<file path="src/rtl/reorder_buffer_pkg.sv">
// rtl/reorder_buffer_pkg.sv - Shared widths, type codes and pointer helper for the reorder buffer
package reorder_buffer_pkg;
    localparam int ROB_SIZE = 15;
    localparam int ROB_ID_W = 4;
    localparam int REG_W    = 5;
    localparam int DATA_W   = 32;
    localparam int PC_W     = 32;

    localparam logic [ROB_ID_W-1:0] RENAMED_ZERO = '0;
    localparam logic [ROB_ID_W-1:0] ROB_LAST     = ROB_ID_W'(ROB_SIZE);
    localparam logic [ROB_ID_W-1:0] ROB_FIRST    = ROB_ID_W'(1);

    typedef enum logic [1:0] {
        ROB_TYPE_REG = 2'd0,
        ROB_TYPE_BR  = 2'd1,
        ROB_TYPE_ST  = 2'd2
    } rob_type_e;

    // IDs run 1..ROB_SIZE; 0 is reserved for "not renamed".
    function automatic logic [ROB_ID_W-1:0] next_id(input logic [ROB_ID_W-1:0] id);
        return (id == ROB_LAST) ? ROB_FIRST : id + ROB_FIRST;
    endfunction
endpackage

</file>
<file path="src/rtl/reorder_buffer_if.sv">
// rtl/reorder_buffer_if.sv - Dispatch, CDB, commit and query signals of the reorder buffer
interface reorder_buffer_if;
    import reorder_buffer_pkg::*;

    logic                dsp_valid;
    logic [1:0]          dsp_type;
    logic [REG_W-1:0]    dsp_rd;
    logic [PC_W-1:0]     dsp_alt_pc;
    logic [ROB_ID_W-1:0] alloc_id;
    logic                rob_full;

    logic                cdb_valid;
    logic [ROB_ID_W-1:0] cdb_id;
    logic [DATA_W-1:0]   cdb_value;
    logic                cdb_mispredict;

    logic                rob_has_res;
    logic [DATA_W-1:0]   result_from_rob;
    logic [REG_W-1:0]    regidx_from_rob;
    logic [ROB_ID_W-1:0] regalias_from_rob;
    logic                store_commit;
    logic [ROB_ID_W-1:0] store_commit_id;
    logic                rollback_signal;
    logic [PC_W-1:0]     rollback_pc;

    logic [ROB_ID_W-1:0] qry1_id;
    logic                qry1_ready;
    logic [DATA_W-1:0]   qry1_value;
    logic [ROB_ID_W-1:0] qry2_id;
    logic                qry2_ready;
    logic [DATA_W-1:0]   qry2_value;

    modport master (
        output dsp_valid, dsp_type, dsp_rd, dsp_alt_pc,
        output cdb_valid, cdb_id, cdb_value, cdb_mispredict,
        output qry1_id, qry2_id,
        input  alloc_id, rob_full,
        input  rob_has_res, result_from_rob, regidx_from_rob, regalias_from_rob,
        input  store_commit, store_commit_id, rollback_signal, rollback_pc,
        input  qry1_ready, qry1_value, qry2_ready, qry2_value
    );

    modport slave (
        input  dsp_valid, dsp_type, dsp_rd, dsp_alt_pc,
        input  cdb_valid, cdb_id, cdb_value, cdb_mispredict,
        input  qry1_id, qry2_id,
        output alloc_id, rob_full,
        output rob_has_res, result_from_rob, regidx_from_rob, regalias_from_rob,
        output store_commit, store_commit_id, rollback_signal, rollback_pc,
        output qry1_ready, qry1_value, qry2_ready, qry2_value
    );
endinterface

</file>
<file path="src/rtl/rob_query_port.sv">
// rtl/rob_query_port.sv - Combinational operand lookup into the reorder buffer with same-cycle CDB forward
module rob_query_port
    import reorder_buffer_pkg::*;
(
    input  logic [ROB_ID_W-1:0]            id,
    input  logic [ROB_SIZE:0]              ready_vec,
    input  logic [ROB_SIZE:0][DATA_W-1:0]  value_vec,
    input  logic                           cdb_valid,
    input  logic [ROB_ID_W-1:0]            cdb_id,
    input  logic [DATA_W-1:0]              cdb_value,
    output logic                           ready,
    output logic [DATA_W-1:0]              value
);
    always_comb begin
        ready = 1'b0;
        value = '0;
        if (id != RENAMED_ZERO) begin
            if (cdb_valid && (cdb_id == id)) begin
                ready = 1'b1;
                value = cdb_value;
            end else begin
                ready = ready_vec[id];
                value = value_vec[id];
            end
        end
    end
endmodule

</file>
<file path="src/rtl/reorder_buffer.sv">
// rtl/reorder_buffer.sv - Circular reorder buffer: allocate, CDB writeback, in-order commit, rollback
// Optional operand query ports under `ROB_OPERAND_QUERY_EN.
module reorder_buffer
    import reorder_buffer_pkg::*;
(
    input  logic            clk,
    input  logic            rst,
    input  logic            rdy,
    reorder_buffer_if.slave bus
);
    logic [ROB_SIZE:0]             busy_q, ready_q, mis_q;
    logic [ROB_SIZE:0][1:0]        type_q;
    logic [ROB_SIZE:0][REG_W-1:0]  rd_q;
    logic [ROB_SIZE:0][DATA_W-1:0] val_q;
    logic [ROB_SIZE:0][PC_W-1:0]   pc_q;
    logic [ROB_ID_W-1:0]           head_q, tail_q, count_q;

    logic                has_res_q, store_q, rollback_q;
    logic [DATA_W-1:0]   result_q;
    logic [REG_W-1:0]    regidx_q;
    logic [ROB_ID_W-1:0] regalias_q, store_id_q;
    logic [PC_W-1:0]     rollback_pc_q;

    logic full, head_commit, flush, do_alloc, do_wb;

    // The cycle showing rollback_signal belongs to the flushed machine: ignore its dispatch/CDB.
    assign full        = (count_q == ROB_LAST);
    assign head_commit = busy_q[head_q] && ready_q[head_q];
    assign flush       = head_commit && (type_q[head_q] == ROB_TYPE_BR) && mis_q[head_q];
    assign do_alloc    = bus.dsp_valid && !full && !rollback_q;
    assign do_wb       = bus.cdb_valid && busy_q[bus.cdb_id] && !rollback_q;

    always_ff @(posedge clk or negedge rst) begin
        if (!rst) begin
            busy_q        <= '0;
            ready_q       <= '0;
            mis_q         <= '0;
            type_q        <= '0;
            rd_q          <= '0;
            val_q         <= '0;
            pc_q          <= '0;
            head_q        <= ROB_FIRST;
            tail_q        <= ROB_FIRST;
            count_q       <= '0;
            has_res_q     <= 1'b0;
            store_q       <= 1'b0;
            rollback_q    <= 1'b0;
            result_q      <= '0;
            regidx_q      <= '0;
            regalias_q    <= '0;
            store_id_q    <= '0;
            rollback_pc_q <= '0;
        end else if (rdy) begin
            has_res_q  <= 1'b0;
            store_q    <= 1'b0;
            rollback_q <= 1'b0;
            if (flush) begin
                rollback_q    <= 1'b1;
                rollback_pc_q <= pc_q[head_q];
                busy_q        <= '0;
                ready_q       <= '0;
                head_q        <= ROB_FIRST;
                tail_q        <= ROB_FIRST;
                count_q       <= '0;
            end else begin
                if (do_wb) begin
                    ready_q[bus.cdb_id] <= 1'b1;
                    val_q[bus.cdb_id]   <= bus.cdb_value;
                    mis_q[bus.cdb_id]   <= bus.cdb_mispredict;
                end
                if (head_commit) begin
                    case (type_q[head_q])
                        ROB_TYPE_REG: begin
                            has_res_q  <= 1'b1;
                            result_q   <= val_q[head_q];
                            regidx_q   <= rd_q[head_q];
                            regalias_q <= head_q;
                        end
                        ROB_TYPE_ST: begin
                            store_q    <= 1'b1;
                            store_id_q <= head_q;
                        end
                        default: ;
                    endcase
                    busy_q[head_q]  <= 1'b0;
                    ready_q[head_q] <= 1'b0;
                    head_q          <= next_id(head_q);
                end
                if (do_alloc) begin
                    busy_q[tail_q]  <= 1'b1;
                    ready_q[tail_q] <= 1'b0;
                    mis_q[tail_q]   <= 1'b0;
                    type_q[tail_q]  <= bus.dsp_type;
                    rd_q[tail_q]    <= bus.dsp_rd;
                    pc_q[tail_q]    <= bus.dsp_alt_pc;
                    tail_q          <= next_id(tail_q);
                end
                count_q <= count_q + ROB_ID_W'(do_alloc) - ROB_ID_W'(head_commit);
            end
        end
    end

    assign bus.alloc_id          = tail_q;
    assign bus.rob_full          = full;
    assign bus.rob_has_res       = has_res_q;
    assign bus.result_from_rob   = result_q;
    assign bus.regidx_from_rob   = regidx_q;
    assign bus.regalias_from_rob = regalias_q;
    assign bus.store_commit      = store_q;
    assign bus.store_commit_id   = store_id_q;
    assign bus.rollback_signal   = rollback_q;
    assign bus.rollback_pc       = rollback_pc_q;

`ifdef ROB_OPERAND_QUERY_EN
    rob_query_port u_qry1 (
        .id        (bus.qry1_id),
        .ready_vec (ready_q),
        .value_vec (val_q),
        .cdb_valid (bus.cdb_valid),
        .cdb_id    (bus.cdb_id),
        .cdb_value (bus.cdb_value),
        .ready     (bus.qry1_ready),
        .value     (bus.qry1_value)
    );
    rob_query_port u_qry2 (
        .id        (bus.qry2_id),
        .ready_vec (ready_q),
        .value_vec (val_q),
        .cdb_valid (bus.cdb_valid),
        .cdb_id    (bus.cdb_id),
        .cdb_value (bus.cdb_value),
        .ready     (bus.qry2_ready),
        .value     (bus.qry2_value)
    );
`else
    logic unused_qry;
    assign unused_qry     = ^{bus.qry1_id, bus.qry2_id};
    assign bus.qry1_ready = 1'b0;
    assign bus.qry1_value = '0;
    assign bus.qry2_ready = 1'b0;
    assign bus.qry2_value = '0;
`endif
endmodule

</file>
<file path="src/flat_wrapper.sv">
// flat-port wrapper written by rule: the top's interface ports become plain ports
module reorder_buffer_flat import reorder_buffer_pkg::*;
  (clk, rst, rdy, bus_dsp_valid, bus_dsp_type, bus_dsp_rd, bus_dsp_alt_pc, bus_cdb_valid, bus_cdb_id, bus_cdb_value, bus_cdb_mispredict, bus_qry1_id, bus_qry2_id, bus_alloc_id, bus_rob_full, bus_rob_has_res, bus_result_from_rob, bus_regidx_from_rob, bus_regalias_from_rob, bus_store_commit, bus_store_commit_id, bus_rollback_signal, bus_rollback_pc, bus_qry1_ready, bus_qry1_value, bus_qry2_ready, bus_qry2_value);
  reorder_buffer_if bus_i ();
  input  logic clk;
  input  logic rst;
  input  logic rdy;
  input wire logic [$bits(bus_i.dsp_valid)-1:0] bus_dsp_valid;
  input wire logic [$bits(bus_i.dsp_type)-1:0] bus_dsp_type;
  input wire logic [$bits(bus_i.dsp_rd)-1:0] bus_dsp_rd;
  input wire logic [$bits(bus_i.dsp_alt_pc)-1:0] bus_dsp_alt_pc;
  input wire logic [$bits(bus_i.cdb_valid)-1:0] bus_cdb_valid;
  input wire logic [$bits(bus_i.cdb_id)-1:0] bus_cdb_id;
  input wire logic [$bits(bus_i.cdb_value)-1:0] bus_cdb_value;
  input wire logic [$bits(bus_i.cdb_mispredict)-1:0] bus_cdb_mispredict;
  input wire logic [$bits(bus_i.qry1_id)-1:0] bus_qry1_id;
  input wire logic [$bits(bus_i.qry2_id)-1:0] bus_qry2_id;
  output wire logic [$bits(bus_i.alloc_id)-1:0] bus_alloc_id;
  output wire logic [$bits(bus_i.rob_full)-1:0] bus_rob_full;
  output wire logic [$bits(bus_i.rob_has_res)-1:0] bus_rob_has_res;
  output wire logic [$bits(bus_i.result_from_rob)-1:0] bus_result_from_rob;
  output wire logic [$bits(bus_i.regidx_from_rob)-1:0] bus_regidx_from_rob;
  output wire logic [$bits(bus_i.regalias_from_rob)-1:0] bus_regalias_from_rob;
  output wire logic [$bits(bus_i.store_commit)-1:0] bus_store_commit;
  output wire logic [$bits(bus_i.store_commit_id)-1:0] bus_store_commit_id;
  output wire logic [$bits(bus_i.rollback_signal)-1:0] bus_rollback_signal;
  output wire logic [$bits(bus_i.rollback_pc)-1:0] bus_rollback_pc;
  output wire logic [$bits(bus_i.qry1_ready)-1:0] bus_qry1_ready;
  output wire logic [$bits(bus_i.qry1_value)-1:0] bus_qry1_value;
  output wire logic [$bits(bus_i.qry2_ready)-1:0] bus_qry2_ready;
  output wire logic [$bits(bus_i.qry2_value)-1:0] bus_qry2_value;
  assign bus_i.dsp_valid = bus_dsp_valid;
  assign bus_i.dsp_type = bus_dsp_type;
  assign bus_i.dsp_rd = bus_dsp_rd;
  assign bus_i.dsp_alt_pc = bus_dsp_alt_pc;
  assign bus_i.cdb_valid = bus_cdb_valid;
  assign bus_i.cdb_id = bus_cdb_id;
  assign bus_i.cdb_value = bus_cdb_value;
  assign bus_i.cdb_mispredict = bus_cdb_mispredict;
  assign bus_i.qry1_id = bus_qry1_id;
  assign bus_i.qry2_id = bus_qry2_id;
  assign bus_alloc_id = bus_i.alloc_id;
  assign bus_rob_full = bus_i.rob_full;
  assign bus_rob_has_res = bus_i.rob_has_res;
  assign bus_result_from_rob = bus_i.result_from_rob;
  assign bus_regidx_from_rob = bus_i.regidx_from_rob;
  assign bus_regalias_from_rob = bus_i.regalias_from_rob;
  assign bus_store_commit = bus_i.store_commit;
  assign bus_store_commit_id = bus_i.store_commit_id;
  assign bus_rollback_signal = bus_i.rollback_signal;
  assign bus_rollback_pc = bus_i.rollback_pc;
  assign bus_qry1_ready = bus_i.qry1_ready;
  assign bus_qry1_value = bus_i.qry1_value;
  assign bus_qry2_ready = bus_i.qry2_ready;
  assign bus_qry2_value = bus_i.qry2_value;
  reorder_buffer u_core (.clk(clk), .rst(rst), .rdy(rdy), .bus(bus_i));
endmodule
</file>
<file path="config.mk">
export PLATFORM = sky130hd
export DESIGN_NAME = reorder_buffer_flat
export DESIGN_NICKNAME = d
export VERILOG_FILES = /design/src/rtl/reorder_buffer_pkg.sv /design/src/rtl/reorder_buffer_if.sv /design/src/rtl/rob_query_port.sv /design/src/rtl/reorder_buffer.sv /design/src/flat_wrapper.sv
export SDC_FILE = /design/constraint.sdc
export NUM_CORES = 2
export LEC_CHECK = 0
export BUFFER_PORTS_ARGS = -buffer_cell sky130_fd_sc_hd__clkbuf_2
export CORE_MARGIN = 1.5
export CORE_UTILIZATION = 40
export DETAILED_ROUTE_END_ITERATION = 10
export PLACE_DENSITY_LB_ADDON = 0.1
export RECOVER_POWER = 100
export SLEW_MARGIN = 20
export SYNTH_ARGS = -nofsm -noshare
export SYNTH_HDL_FRONTEND = slang
export SYNTH_HIERARCHICAL = 1
export SYNTH_SLANG_ARGS = --single-unit
</file>
<file path="constraint.sdc">
create_clock -name clk -period 9.6 [get_ports clk]
set_input_delay 0.96 -clock clk [delete_from_list [all_inputs] [get_ports clk]]
set_output_delay 0.96 -clock clk [all_outputs]
set_load 0.01 [all_outputs]
</file>
* Word-level counts from Yosys, hierarchy flattened
Cells that the tools add are included.
** Word-level totals
- Register bits :: 1276
- Input bits :: 89
- Output and inout bits :: 151
- Logic and storage cells :: 191
** Cells by class
- $add $sub $neg :: 4
- Magnitude comparators :: 6
- Equal/unequal tests :: 5
- Mux-type cells :: 66
- Bitwise gates (word level) :: 9
- Reductions and logical operators :: 23
** Operator list (count)
- bitwise mux 512 bit :: 2
- 2-to-1 mux 16 bit :: 17
- binary-select mux 32 bit (select 4 bit) :: 2
- demux 32 bit (select 4 bit) :: 2
- 2-to-1 mux 32 bit :: 4
- bitwise mux 80 bit :: 1
- AND 16 bit :: 4
- bitwise mux 32 bit :: 1
- NOT 16 bit :: 2
- bitwise OR 16 bit :: 2
- 2-to-1 mux 4 bit :: 7
- binary-select mux 5 bit (select 4 bit) :: 1
- demux 5 bit (select 4 bit) :: 1
- binary-select mux 1 bit (select 4 bit) :: 4
- bitwise mux 16 bit :: 1
- < comparator 4 x 5 -> 1 bit (second input constant) :: 3
- 2-to-1 mux 1 bit :: 14
- demux 1 bit (select 4 bit) :: 3
- == test 4 bit (second input constant) :: 3
- greater-or-equal comparator 4 x 1 -> 1 bit (second input constant) :: 3
- logical AND 1 bit :: 10
- 2-to-1 mux 5 bit :: 2
- adder 4 x 1 -> 4 bit (second input constant) :: 2
- binary-select mux 2 bit (select 4 bit) :: 1
- other kinds (13) :: 21

* Longest topological paths before layout
- Word-level depth :: 15
- Depth in mapped cells :: 18
- Gate-level depth less buffers :: 13

* Least setup slack after synthesis
No wires, ideal clock.
- Path type :: register -> register
- Start point :: register u_core.head_q[0]
- End point :: register u_core.count_q[3]
- Setup time :: 121 ps
- Data arrival time :: 3878 ps
- Required time :: 9479 ps
- Setup slack :: 5601 ps
- Cell stages (with the launch flop) :: 19
- Path buffers :: 5
- Clock period less this slack :: 3999 ps
- Cells stage by stage :: dfstp_2 > buf_2 > buf_4 > mux4_2 > o22ai_1 > inv_1 > nand2_1 > inv_1 > clkbuf_1 > clkbuf_1 > clkbuf_1 > ha_1 > inv_1 > ha_1 > a21o_1 > a21oi_1 > xnor2_1 > nor2_1 > a22o_1
** On the way
- Word-level cells in the longest chain between the ends :: 6
- Elaborated cells between the ends (all ways) :: 14
- Those cells by class :: add/sub (1); eq/ne (1); mux (9); reduce/logical (3)
** RTL lines
- start: declaration :: RTL line reorder_buffer.sv:16 : logic [ROB_ID_W-1:0] head_q, tail_q, count_q;
- start signal: assignment :: RTL line reorder_buffer.sv:87 : head_q <= next_id(head_q);
- parallel branches: the longest is 5 deep, another holds subtractor 4 x 1 -> 4 bit
- 2-to-1 mux 4 bit * :: RTL line reorder_buffer.sv:57 : if (flush) begin
- end signal: assignment :: RTL line reorder_buffer.sv:98 : count_q <= count_q + ROB_ID_W'(do_alloc) - ROB_ID_W'(head_commit);
- end: declaration :: RTL line reorder_buffer.sv:16
Mark *: on every way between the ends. The select of a mux whose other input is x is not followed.
A chain may end at the register's enable or synchronous reset.

* Worst setup path in the final report
- Start point :: register u_core.head_q[0]
- End point :: register u_core/pc_q[52] (netlist name)
** On the way
- Word-level cells in the longest chain between the ends :: 7
- Elaborated cells between the ends (all ways) :: 14
- Those cells by class :: eq/ne (1); mux (8); bitwise (1); reduce/logical (4)
** RTL lines
- binary-select mux 2 bit (select 4 bit) / binary-select mux 1 bit (select 4 bit) (equally long branches) :: RTL line reorder_buffer.sv:29, reorder_buffer.sv:28
- 2-to-1 mux 2 bit (not written as such) / 2-to-1 mux 1 bit (equally long branches) :: RTL line reorder_buffer.sv:29, reorder_buffer.sv:28
- == test 2 x 1 -> 1 bit / logical AND 1 bit (equally long branches) :: RTL line reorder_buffer.sv:29, reorder_buffer.sv:28
- logical AND 1 bit :: RTL line reorder_buffer.sv:29 : assign flush = head_commit && (type_q[head_q] == ROB_TYPE_BR) && mis_q[head_q];
- logical AND 1 bit * :: RTL line reorder_buffer.sv:29
- NOT 1 bit (no source line) *
- AND reduction 3 bit (no source line) *
- end signal: indexed assignment :: RTL line reorder_buffer.sv:95 : pc_q[tail_q] <= bus.dsp_alt_pc;
- end: declaration :: RTL line reorder_buffer.sv:15 : logic [ROB_SIZE:0][PC_W-1:0] pc_q;
Mark *: on every way between the ends. The rest lies on a longest branch, timed or not. The select of a mux whose other input is x is not followed.

==> reports/qor.csv <==
metric,value,unit
synthCells,3625,
synth_area,0.0582,sq mm
grt_overflow,0,
yosys.area.top_type_share,54.8,%
rr_worst_depth,11,
grt_pass1_vias,34100,
ir_drop,235,uV
syn2layout_area_growth,12.6,%
drcViolationCount,0,
start_util,40.4,%
yosysTopAreaCell,dfrtp_1,
maxSlewHeadroom,-192,%
synth-seq-area-share,54.9,%
fp.dieArea,0.148,sq mm
pwr-share-clk,28.2,%
die_h,384,um
cp_slowest_cell,clkbuf_1,
htreeDepth,4,
drv_slew,1021,
gr-usage-all-layers,21.0,%
first_pass_iters,7,
r2r-end,u_core/pc_q[52],
hold_viol,0,
rows,139,
vias,32200,
path_cells,clkbuf_1 > mux4_2 > o22ai_1 > inv_1 > nand2_1 > clkinv_2 > buf_4 > a211oi_1 > buf_4 > buf_4 > mux2_2,
p_int,0.0141,W
synth_ff_type,dfrtp_1,
cp_top_family,buffers and inverters,
synth_area_leaders,"dfrtp_1 (55%), mux2_2 (23%), mux4_2 (14%)",
syn_area_per_cell,16.0,sq um
p_per_area,310,mW/mm^2
crit_type,flop to flop,
antenna_found_initial,13,
grt_pass1_wl,231000,um
clk_pin_slew,0.06,ns
gp_congestion,0.803,
rrSetupSlack,2.14,ns
path_common_cell,buf_4,
drive_gt1_share,52.0,%
utilization,45.5,%
skew,0.0271,ns
synthArstFlopShare,100,%
p_sw_share,30.6,%
ctsResizeCount,0,
ys_ff_latch,1276,
grt_setup_unrepaired,no,
crit_buf_inv,6,
cts_hold_buf,0,
dp_hpwl,80500,um
worst-path-max-fanout,34,
routedWlPerCell,26.5,um
drtIter0Drc,1951,
core_area,0.144,sq mm
synth-edff-count,0,
grt_max_degree,174,
setup_tns,0,ns
p_sw,0.00621,W
drtAntennaViolNets,0,
synthTopCellsByCount,"dfrtp_1 (1274), mux2_2 (1213), mux4_2 (368)",
startpoint_type,flop,
cts_root_buffer,clkbuf_16,
share_comb_of_total_power,31.3,%
nNetsFinal,3810,
reg2reg_from,u_core/head_q[0],
drt-total-wl,152000,um
cts_sinks,1276,
cts_buffers,148,
cts_setup_buffers,0,
cts.path.max_buffers,3,
ioPinCount,240,
max_freq,134,MHz
p_seq_share,40.5,%
io_buffers,165,
tightest_slew,4.39,ns
hp-class,input port to asynchronous set/reset pin,
finalCritPeriodShare,77.7,%
cap_violations,17,
die_w,384,um
ys_warn_count,6,
leakage,29.1,nW
clk_latency,0.79,ns
cts_tree,built,
min_period,7.46,ns
power,0.0203,W
violations,"capacitance limit, slew limit",
critPathRequiredTime,10.25,ns
setup_viol,0,
yosysMostFrequentCell,dfrtp_1,
outcome,"complete, but fails checks",
slowest_delay,1.84,ns
crit_arrival,8.11,ns
yosysUniqueCellTypes,66,
viasPerCell,5.63,
end_kind,flop,
## power groups by stage
stage | Clock, W | Sequential [W] | Combinational, W
after global placement | 0 | 0.00827 | 0.00649
after floorplan | 0 | 0.00789 | 0.00493
final | 0.00573 | 0.00821 | 0.00636
after CTS | 0.00591 | 0.00822 | 0.00659
after global routing | 0.00612 | 0.00847 | 0.00686
after detailed placement | 0 | 0.00830 | 0.00658
## flip-flops by register name (all words and copies together) (netlist names)
register / cells
u_core/count_q: 4
u_core/bus.store_commit: 1
u_core/type_q: 32
u_core/bus.result_from_rob: 32
u_core/bus.regalias_from_rob: 4
u_core/mis_q: 16
u_core/bus.rob_has_res: 1
u_core/bus.rollback_pc: 32
u_core/bus.store_commit_id: 4
u_core/bus.regidx_from_rob: 5
u_core/pc_q: 512
u_core/ready_q: 16
u_core/head_q: 4
u_core/bus.alloc_id: 4
u_core/busy_q: 16
u_core/bus.rollback_signal: 1
u_core/rd_q: 80
u_core/val_q: 512
## layer usage
metal  wire length (um)  track usage [%]
met1              71700             30.6
met2              70800             32.4
met3               6360             3.88
met4               2910             5.15
met5                 79                0
## worst max path at each step
stage,start,end,cells after the start
2_1_floorplan,u_core/head_q[0],u_core/count_q[3],18
3_5_place_dp,u_core/head_q[0],u_core/pc_q[54],11
6_report,u_core/head_q[0],u_core/pc_q[52],11
4_1_cts,u_core/head_q[0],u_core/pc_q[44],11
3_3_place_gp,u_core/head_q[0],u_core/pc_q[61],11
5_1_grt,u_core/head_q[0],u_core/pc_q[136],9
## cells by family after synthesis
kind of cell	share of synthesized area [%]
AOI/OAI and AO/OA	2.36
xor gates and xnor gates	0.0301
adders and majority gates	0.314
buffers and inverters	3.31
DFF	54.9
muxes	37.8
other	0.00645
and+or+nand+nor	1.28
## cell type report
cell class                      instances  area (sq um)
Fill cell                           12800         78500
Sequential cell                      1276         31900
Multi-Input combinational cell       2011         24700
Clock buffer                          229          4460
Tap cell                             1903          2380
Timing Repair Buffer                  245          1350
Clock inverter                         37           527
Inverter                               25          95.1
Antenna cell                            2          5.00
## through the flow
stage | instance area, sq um | hold WS [ns] | instances | setup WS, ns
global route | 65500 | 0.228 | 5727 | 1.63
CTS | 65900 | 0.225 | 5725 | 3.30
global placement | 60900 | 0.467 | 5458 | 3.33
finish | 65500 | 0.205 | 5728 | 2.14
detailed placement | 60900 | 0.472 | 5459 | 3.32
floorplan | 58400 | 0.461 | 3690 | 5.60
## cell usage in the layout (no fill, tap or decap), drive strengths merged, types with 5 or more instances in the layout
cell type	Yosys	layout
a211oi	18	18
a21boi	5	5
a21o	9	9
a21oi	41	41
a221o	7	7
a22o	12	12
a31oi	8	8
and2	8	8
and3	10	10
buf	213	60
bufinv	0	7
clkbuf	165	414
clkinv	0	17
conb	1	66
dfrtp	1274	1274
ha	13	13
inv	25	35
mux2	1213	1213
mux2i	5	5
mux4	368	368
nand2	44	44
nand3	21	21
nand3b	5	5
nor2	31	31
nor2b	8	8
nor3	8	8
o211ai	12	12
o21a	7	7
o21ai	24	24
o221ai	8	8
o22ai	8	8
Note: power is estimated with default switching activity, not from simulation.
